==> src/rtl/add_serial_arb.sv <==
// add_serial_arb: two-requester round-robin arbiter in front of a bit-serial
// adder. The winner's operands are latched at the grant edge and added LSB
// first over WIDTH cycles. The registered sum appears on 'out' in the cycle
// in which that requester's done pulse is high.
// Optional feature macro: ADD_SERIAL_ARB_COUT_EN adds a registered carry-out
// port 'cout'.
module add_serial_arb #(
  parameter int WIDTH = 8
) (
  input  logic             clk,
  input  logic             rst,
  input  logic             req0,
  input  logic             req1,
  input  logic [WIDTH-1:0] a0,
  input  logic [WIDTH-1:0] b0,
  input  logic [WIDTH-1:0] a1,
  input  logic [WIDTH-1:0] b1,
  output logic             gnt0,
  output logic             gnt1,
  output logic             done0,
  output logic             done1,
  output logic             busy,
  output logic [WIDTH-1:0] out
`ifdef ADD_SERIAL_ARB_COUT_EN
  ,
  output logic             cout
`endif
);

  localparam int CW = $clog2(WIDTH);

  typedef enum logic [1:0] {IDLE, ADD, DONE} state_t;

  state_t           state_q, state_d;
  logic [WIDTH-1:0] a_q, a_d;
  logic [WIDTH-1:0] b_q, b_d;
  logic [WIDTH-1:0] res_q, res_d;
  logic [WIDTH-1:0] out_q, out_d;
  logic [CW-1:0]    cnt_q, cnt_d;
  logic             carry_q, carry_d;
  logic             owner_q, owner_d;
  logic             ptr_q, ptr_d;
  logic             gnt0_q, gnt0_d;
  logic             gnt1_q, gnt1_d;
  logic             done0_q, done0_d;
  logic             done1_q, done1_d;
  logic             sum_bit;
  logic             carry_nxt;
  logic             sel;
`ifdef ADD_SERIAL_ARB_COUT_EN
  logic             cout_q, cout_d;
`endif

  // Next-state logic: arbitration in IDLE, one sum bit per ADD cycle, and a
  // single DONE cycle. The pointer flips to the unserved requester when the
  // operation finishes.
  always_comb begin
    state_d   = state_q;
    a_d       = a_q;
    b_d       = b_q;
    res_d     = res_q;
    out_d     = out_q;
    cnt_d     = cnt_q;
    carry_d   = carry_q;
    owner_d   = owner_q;
    ptr_d     = ptr_q;
    gnt0_d    = 1'b0;
    gnt1_d    = 1'b0;
    done0_d   = 1'b0;
    done1_d   = 1'b0;
    sum_bit   = a_q[0] ^ b_q[0] ^ carry_q;
    carry_nxt = (a_q[0] & b_q[0]) | (a_q[0] & carry_q) | (b_q[0] & carry_q);
    sel       = (req0 && req1) ? ptr_q : req1;
`ifdef ADD_SERIAL_ARB_COUT_EN
    cout_d    = cout_q;
`endif
    case (state_q)
      IDLE: begin
        if (req0 || req1) begin
          owner_d = sel;
          a_d     = sel ? a1 : a0;
          b_d     = sel ? b1 : b0;
          carry_d = 1'b0;
          cnt_d   = '0;
          state_d = ADD;
          gnt0_d  = ~sel;
          gnt1_d  = sel;
        end
      end
      ADD: begin
        a_d     = a_q >> 1;
        b_d     = b_q >> 1;
        res_d   = {sum_bit, res_q[WIDTH-1:1]};
        carry_d = carry_nxt;
        if (cnt_q == CW'(WIDTH - 1)) begin
          state_d = DONE;
          out_d   = {sum_bit, res_q[WIDTH-1:1]};
          done0_d = ~owner_q;
          done1_d = owner_q;
          ptr_d   = ~owner_q;
`ifdef ADD_SERIAL_ARB_COUT_EN
          cout_d  = carry_nxt;
`endif
        end else begin
          cnt_d = cnt_q + CW'(1);
        end
      end
      DONE: begin
        state_d = IDLE;
      end
      default: begin
        state_d = IDLE;
      end
    endcase
  end

  // State and datapath registers with synchronous reset taking priority.
  always_ff @(posedge clk) begin
    if (rst) begin
      state_q <= IDLE;
      a_q     <= '0;
      b_q     <= '0;
      res_q   <= '0;
      out_q   <= '0;
      cnt_q   <= '0;
      carry_q <= 1'b0;
      owner_q <= 1'b0;
      ptr_q   <= 1'b0;
      gnt0_q  <= 1'b0;
      gnt1_q  <= 1'b0;
      done0_q <= 1'b0;
      done1_q <= 1'b0;
`ifdef ADD_SERIAL_ARB_COUT_EN
      cout_q  <= 1'b0;
`endif
    end else begin
      state_q <= state_d;
      a_q     <= a_d;
      b_q     <= b_d;
      res_q   <= res_d;
      out_q   <= out_d;
      cnt_q   <= cnt_d;
      carry_q <= carry_d;
      owner_q <= owner_d;
      ptr_q   <= ptr_d;
      gnt0_q  <= gnt0_d;
      gnt1_q  <= gnt1_d;
      done0_q <= done0_d;
      done1_q <= done1_d;
`ifdef ADD_SERIAL_ARB_COUT_EN
      cout_q  <= cout_d;
`endif
    end
  end

  assign gnt0  = gnt0_q;
  assign gnt1  = gnt1_q;
  assign done0 = done0_q;
  assign done1 = done1_q;
  assign busy  = (state_q != IDLE);
  assign out   = out_q;
`ifdef ADD_SERIAL_ARB_COUT_EN
  assign cout  = cout_q;
`endif

endmodule

==> config.mk <==
export PLATFORM = sky130hd
export DESIGN_NAME = add_serial_arb
export DESIGN_NICKNAME = d
export VERILOG_FILES = /design/src/rtl/add_serial_arb.sv
export SDC_FILE = /design/constraint.sdc
export NUM_CORES = 1
export LEC_CHECK = 0
export CORE_MARGIN = 4
export CORE_UTILIZATION = 36
export CTS_CLUSTER_DIAMETER = 200
export DETAILED_ROUTE_END_ITERATION = 8
export PLACE_DENSITY = 0.65
export SLEW_MARGIN = 40
export SYNTH_ARGS = -nofsm -noshare
export SYNTH_HDL_FRONTEND = slang
export SYNTH_SLANG_ARGS = --single-unit
==> constraint.sdc <==
create_clock -name clk -period 1.7 [get_ports clk]
set_clock_uncertainty 0.2 [all_clocks]
set_input_delay 0.255 -clock clk [delete_from_list [all_inputs] [get_ports clk]]
set_output_delay 0.255 -clock clk [all_outputs]
set_load 0.01 [all_outputs]
# Yosys cells after proc, flatten, opt, wreduce, memory -nomap -nowiden
# Cells that the tools add are included.
# totals
reg_bits,44
inputBits,36
output_inout_bits,13
word_cells,59
# op_classes
addsub,1
eq_ne,5
muxes,15
bitwise_logic,13
reduce_logical,12
# op_table
operator,count
$mux W8,4
$pmux W8 S2,2
$reduce_and A2 Y1,4
$mux W3,2
$ne A2 B2 Y1 const B,3
$not A1 Y1,6
$pmux W3 S2,1
$reduce_or A3 Y1,2
$mux W2,2
$pmux W2 S2,1
$reduce_bool A2 Y1,2
$add A3 B1 Y3 const B,1
$and A1 B1 Y1,3
$eq A3 B3 Y1 const B,1
$reduce_and A3 Y1,1
$eq A2 B1 Y1 const B,1
$logic_not A2 Y1,1
$mux W1,2
$or A1 B1 Y1,2
$pmux W1 S2,1
$xor A1 B1 Y1,2
$logic_and A1 B1 Y1,1
$logic_or A1 B1 Y1,1

# Depth between registers and ports, before layout
# logic_depth
word_depth,5
ltp_mapped,7
ltp_nobuf,5

# Worst setup path before layout
# OpenSTA, ideal clock, no wires.
# synth_timing
path_type,register to register
from,reg cnt_q[0]
to,reg cnt_q[0]
setup_time_ns,0.121
arrival_ns,1.263
required_time_ns,1.379
setup_slack_ns,0.117
path_stages_with_launch,6
path_buffers,0
synth_period_minus_slack_ns,1.583
cell_sequence,dfxtp_1 -> ha_1 -> ha_1 -> a211oi_1 -> nor2_1 -> mux2_2
# synth_between
elab_chain_len,3
elab_cells_between_ends,6
classes_between,add/sub (1); eq/ne (2); mux (2); reduce/logical (1)
# synth_rtl
item,line,rtl
from (decl),39,"logic [CW-1:0] cnt_q, cnt_d;"
from (signal assigned),142,cnt_q <= cnt_d;
$add A3 B1 Y3 / $eq A3 B3 Y1 (equally long branches),"105, 95",
$mux W3 / $ne A2 B2 Y1 (equally long branches),--,
$pmux W3 S2 / $reduce_and A3 Y1 (equally long branches),--,
# Parallel ways exist; a longest one is shown, timed or not. The select of a mux whose other input is x is not followed.
# A chain may end at the register's enable or synchronous reset.

# Final worst setup path
# Same ends and word-level chain as after synthesis.

==> key figures <==
Outcome
  • Run status: finished clean

Timing
  • Unrepaired setup endpoints after global routing: false
  • Count of final hold-check violations: 0
  • Fin Setup TNS: 0 ns
  • Highest clock frequency the design can meet: 615 MHz
  • Minimum period implied by the final worst setup slack: 1.63 ns
  • Final setup violating endpoints: 0
  • Number of pins with negative max-slew slack in the final report: 0
  • Relative slew slack: 78.2%
  • Period Utilization, post-route: a little over nine tenths
  • Slew at the pin closest to its max-slew limit: 0.324 ns

Detailed routing
  • Detail Route Antenna Nets: 0
  • Vias per cell: 4.76
  • Average routed wire per standard cell: 11.8 microns
  • First-pass DRT Iterations: 7
  • Number of DRC violations after detailed routing: 0
  • Total wire length after detailed routing: about 3700 microns
  • Total number of vias: around 1,500
  • Iteration-0 DRC count of the detailed router: 49

Worst setup path
  • Endpoint kind of the worst setup timing path: flop
  • Critical path type: flop to flop
  • Maximum net fanout on the critical path: 5
  • Kind of cell adding the most delay to the critical path: adder cells
  • WP buf/inv: 0
  • Delay of the slowest critical-path stage: 0.32 ns
  • Crit path arrival time: 1.60 ns
  • Launching element type of the critical path: flop
  • Ordered cell list for the critical path: ha_1 -> ha_2 -> a211oi_1 -> nor2_1 -> mux2_2
  • Required time at the endpoint of the critical path: 1.67 ns
  • Slowest-stage cell, CP: sky130_fd_sc_hd__dfxtp_1

Final layout
  • Area of the multi-input gates: 813 sq um
  • Number of nets at the end of the flow: 284
  • Number of filler instances in the final layout: 462
  • N_diodes: 0
  • Area taken by flip-flops and latches: 866 sq um
  • Fraction of layout instances using a drive strength above 1: 13.8%
  • Layout overhead on the synthesized area: 40.2%

Die
  • Core ar.: 4750 sq um
  • Ports placed on the boundary: 49
  • Width of the die: between 70 and 80 microns
  • Rows: 25
  • Area enclosed by the die boundary: 6140 sq um
  • Initial core utilization: a little under two fifths
  • Die boundary height: 78.4 microns

Pwr
  • Part of the power in combinational logic: 13.4%
  • Power density over cell area: 812 nW/um^2
  • Share of total power in the clock network: around a third
  • Sequential power share: between 50 and 60%
  • Cell-internal power: 1.58 mW
  • Reported leakage power: roughly 0.97 nW
  • Switching part of the total: between 20% and 30%
  • Maximum VDD drop: 412 uV
  • Overall power of the completed layout: a little over 2 mW
  • Sw Pwr: 449 uW

Yosys
  • Top cell type's share of synthesized area: about half
  • Leading cell types by count after synthesis: sky130_fd_sc_hd__dfxtp_1 (43), sky130_fd_sc_hd__nand2_1 (28), sky130_fd_sc_hd__mux2i_1 (15)
  • Average footprint of a synthesized cell: approximately 9.5 sq um
  • Primary FF master, synth: sky130_fd_sc_hd__dfxtp_1
  • Synth Register Bits: 43
  • Cell area after synthesis: 1780 sq um
  • Sequential share of the synthesized area: 48.3%
  • Fraction of registers with async set/reset: 0%
  • Net count after synthesis: between 200 and 250
  • Leading cell type by number of instances after synthesis: sky130_fd_sc_hd__dfxtp_1
  • Top post-synthesis cells by area: sky130_fd_sc_hd__dfxtp_1 (48%), sky130_fd_sc_hd__mux2i_1 (8.4%), sky130_fd_sc_hd__nand2_1 (5.9%)
  • Yosys top cell by area: sky130_fd_sc_hd__dfxtp_1
  • Post-synthesis cell type count: 33
  • Ys Warns: 0
  • Number of enable flip-flop cells after synthesis: 0
  • Synthesized netlist cell count: 188

Place
  • Detailed placement HPWL: 2850 microns
  • Port buffer count: between 40 and 50
  • GP Congestion: 0.702

Global routing
  • Vias in the first global route: 1,399
  • Global-route wire length before repair: 6430 microns
  • Antenna violations before repair: 0
  • Global-route total usage across every layer: 13.1%
  • Overflow left after global routing: 0
  • Maximum number of pins on one net before global-route repair: 20

CTS
  • Number of buffers inserted for hold repair after clock tree synthesis: 0
  • Clock tree sinks: 43
  • Clk Latency, worst-skew pair: 0.28 ns
  • Setup fix buffers added after clock tree synthesis: 0
  • Count of H-tree levels built during CTS: 2
  • Clock tree from TritonCTS: done
  • Clk root buf: sky130_fd_sc_hd__clkbuf_8
  • Clock transition at the registers of the reported paths: 0.07 ns
  • Num CTS Buffers: 5
  • Bufs on Longest Clock Path: 2

Worst hold path
  • HP Class: flop to flop

Job
  • Max-capacitance violation count: 0
==> worst register-to-register path, stage by stage (launching register included) <==
cell	delay, ns
sky130_fd_sc_hd__dfxtp_1	0.32
sky130_fd_sc_hd__ha_1	0.20
sky130_fd_sc_hd__ha_2	0.20
sky130_fd_sc_hd__a211oi_1	0.24
sky130_fd_sc_hd__nor2_1	0.10
sky130_fd_sc_hd__mux2_2	0.27
==> flip-flops by register name (all words and copies together) (netlist names) <==
register,count
gnt1,1
cnt_q,3
ptr_q,1
a_q,8
carry_q,1
done1,1
owner_q,1
b_q,8
done0,1
state_q,2
gnt0,1
res_q,7
out,8
==> logic make-up (layout without fill, tap and decap cells) <==
family / count (synthesis) / after routing / share of synthesized area [%]
AOI/OAI and AO/OA: 54 / 54 / 20.7
muxes: 16 / 16 / 9.06
DFF: 43 / 43 / 48.3
buffers and inverters: 19 / 77 / 6.39
and+or+nand+nor: 53 / 53 / 13.0
adders and majority gates: 3 / 3 / 2.53
==> cells in the final DEF (no fill, tap or decap), types with 2 or more instances in the layout <==
| cell | instances |
|---|---|
| sky130_fd_sc_hd__nand2_1 | 28 |
| sky130_fd_sc_hd__dfxtp_1 | 41 |
| sky130_fd_sc_hd__nor2b_1 | 3 |
| sky130_fd_sc_hd__nor3_1 | 3 |
| sky130_fd_sc_hd__o22ai_1 | 13 |
| sky130_fd_sc_hd__nand2b_1 | 2 |
| sky130_fd_sc_hd__o2bb2ai_1 | 2 |
| sky130_fd_sc_hd__a21oi_1 | 14 |
| sky130_fd_sc_hd__clkdlybuf4s50_1 | 47 |
| sky130_fd_sc_hd__a211oi_1 | 5 |
| sky130_fd_sc_hd__clkbuf_8 | 7 |
| sky130_fd_sc_hd__nor2_1 | 10 |
| sky130_fd_sc_hd__a22o_1 | 2 |
| sky130_fd_sc_hd__a22oi_1 | 13 |
| sky130_fd_sc_hd__buf_4 | 16 |
| sky130_fd_sc_hd__mux2i_1 | 15 |
| sky130_fd_sc_hd__inv_1 | 3 |
==> layout make-up <==
type                    instances  area share, %
clock buffers                   8           4.01
well taps                      67           3.36
inverters                       4          0.601
flip-flops and latches         43           34.7
repair buffers                 65           24.8
multi-input cells             126           32.6
==> metrics by stage <==
| step | area (sq um) | instances | hold slack, ns | util [%] | setup slack (ns) |
|---|---|---|---|---|---|
| final | 2500 | 313 | 0.252 | 52.5 | 0.0732 |
| after global routing | 2500 | 313 | 0.279 | 52.5 | 0.00301 |
| after CTS | 2490 | 313 | 0.257 | 52.4 | 0.00545 |
| after detailed placement | 2390 | 305 | 0.246 | 50.2 | -0.197 |
| after global placement | 2390 | 305 | 0.242 | 50.2 | -0.170 |
| after floorplan | 1780 | 188 | 0.230 | - | 0.117 |
==> worst paths after layout <==
check           start       end  slack [ns]  cells past startpoint
max reg2reg  cnt_q[0]  cnt_q[0]        0.07                      5
max          cnt_q[0]  cnt_q[0]        0.07                      5
min reg2reg    out[5]    out[5]        0.25                      2
min            out[5]    out[5]        0.25                      2
==> power by group through the flow <==
stage | clock network [mW] | logic [mW] | registers, mW
after CTS | 0.703 | 0.276 | 1.07
after detailed placement | 0 | 0.277 | 1.10
after global placement | 0 | 0.273 | 1.10
final | 0.685 | 0.271 | 1.07
after floorplan | 0 | 0.146 | 1.09
after global routing | 0.760 | 0.300 | 1.08
==> timing repair <==
item | 4_1_cts | 5_1_grt
resized for setup | 5 | 2
endpoints found under the hold margin | 0 | 0
endpoints found under the setup margin | 1 | 9
==> routing by layer <==
metal  vias to the layer above  track usage, %  wire length [microns]
met3                         2            4.59                    278
met5                         -               0                      0
met4                         0            4.72                     30
met1                       666            15.8                   1660
li1                        779               -                      -
met2                        42            21.6                   1720
No activity file was read; power rests on OpenSTA's default activity.
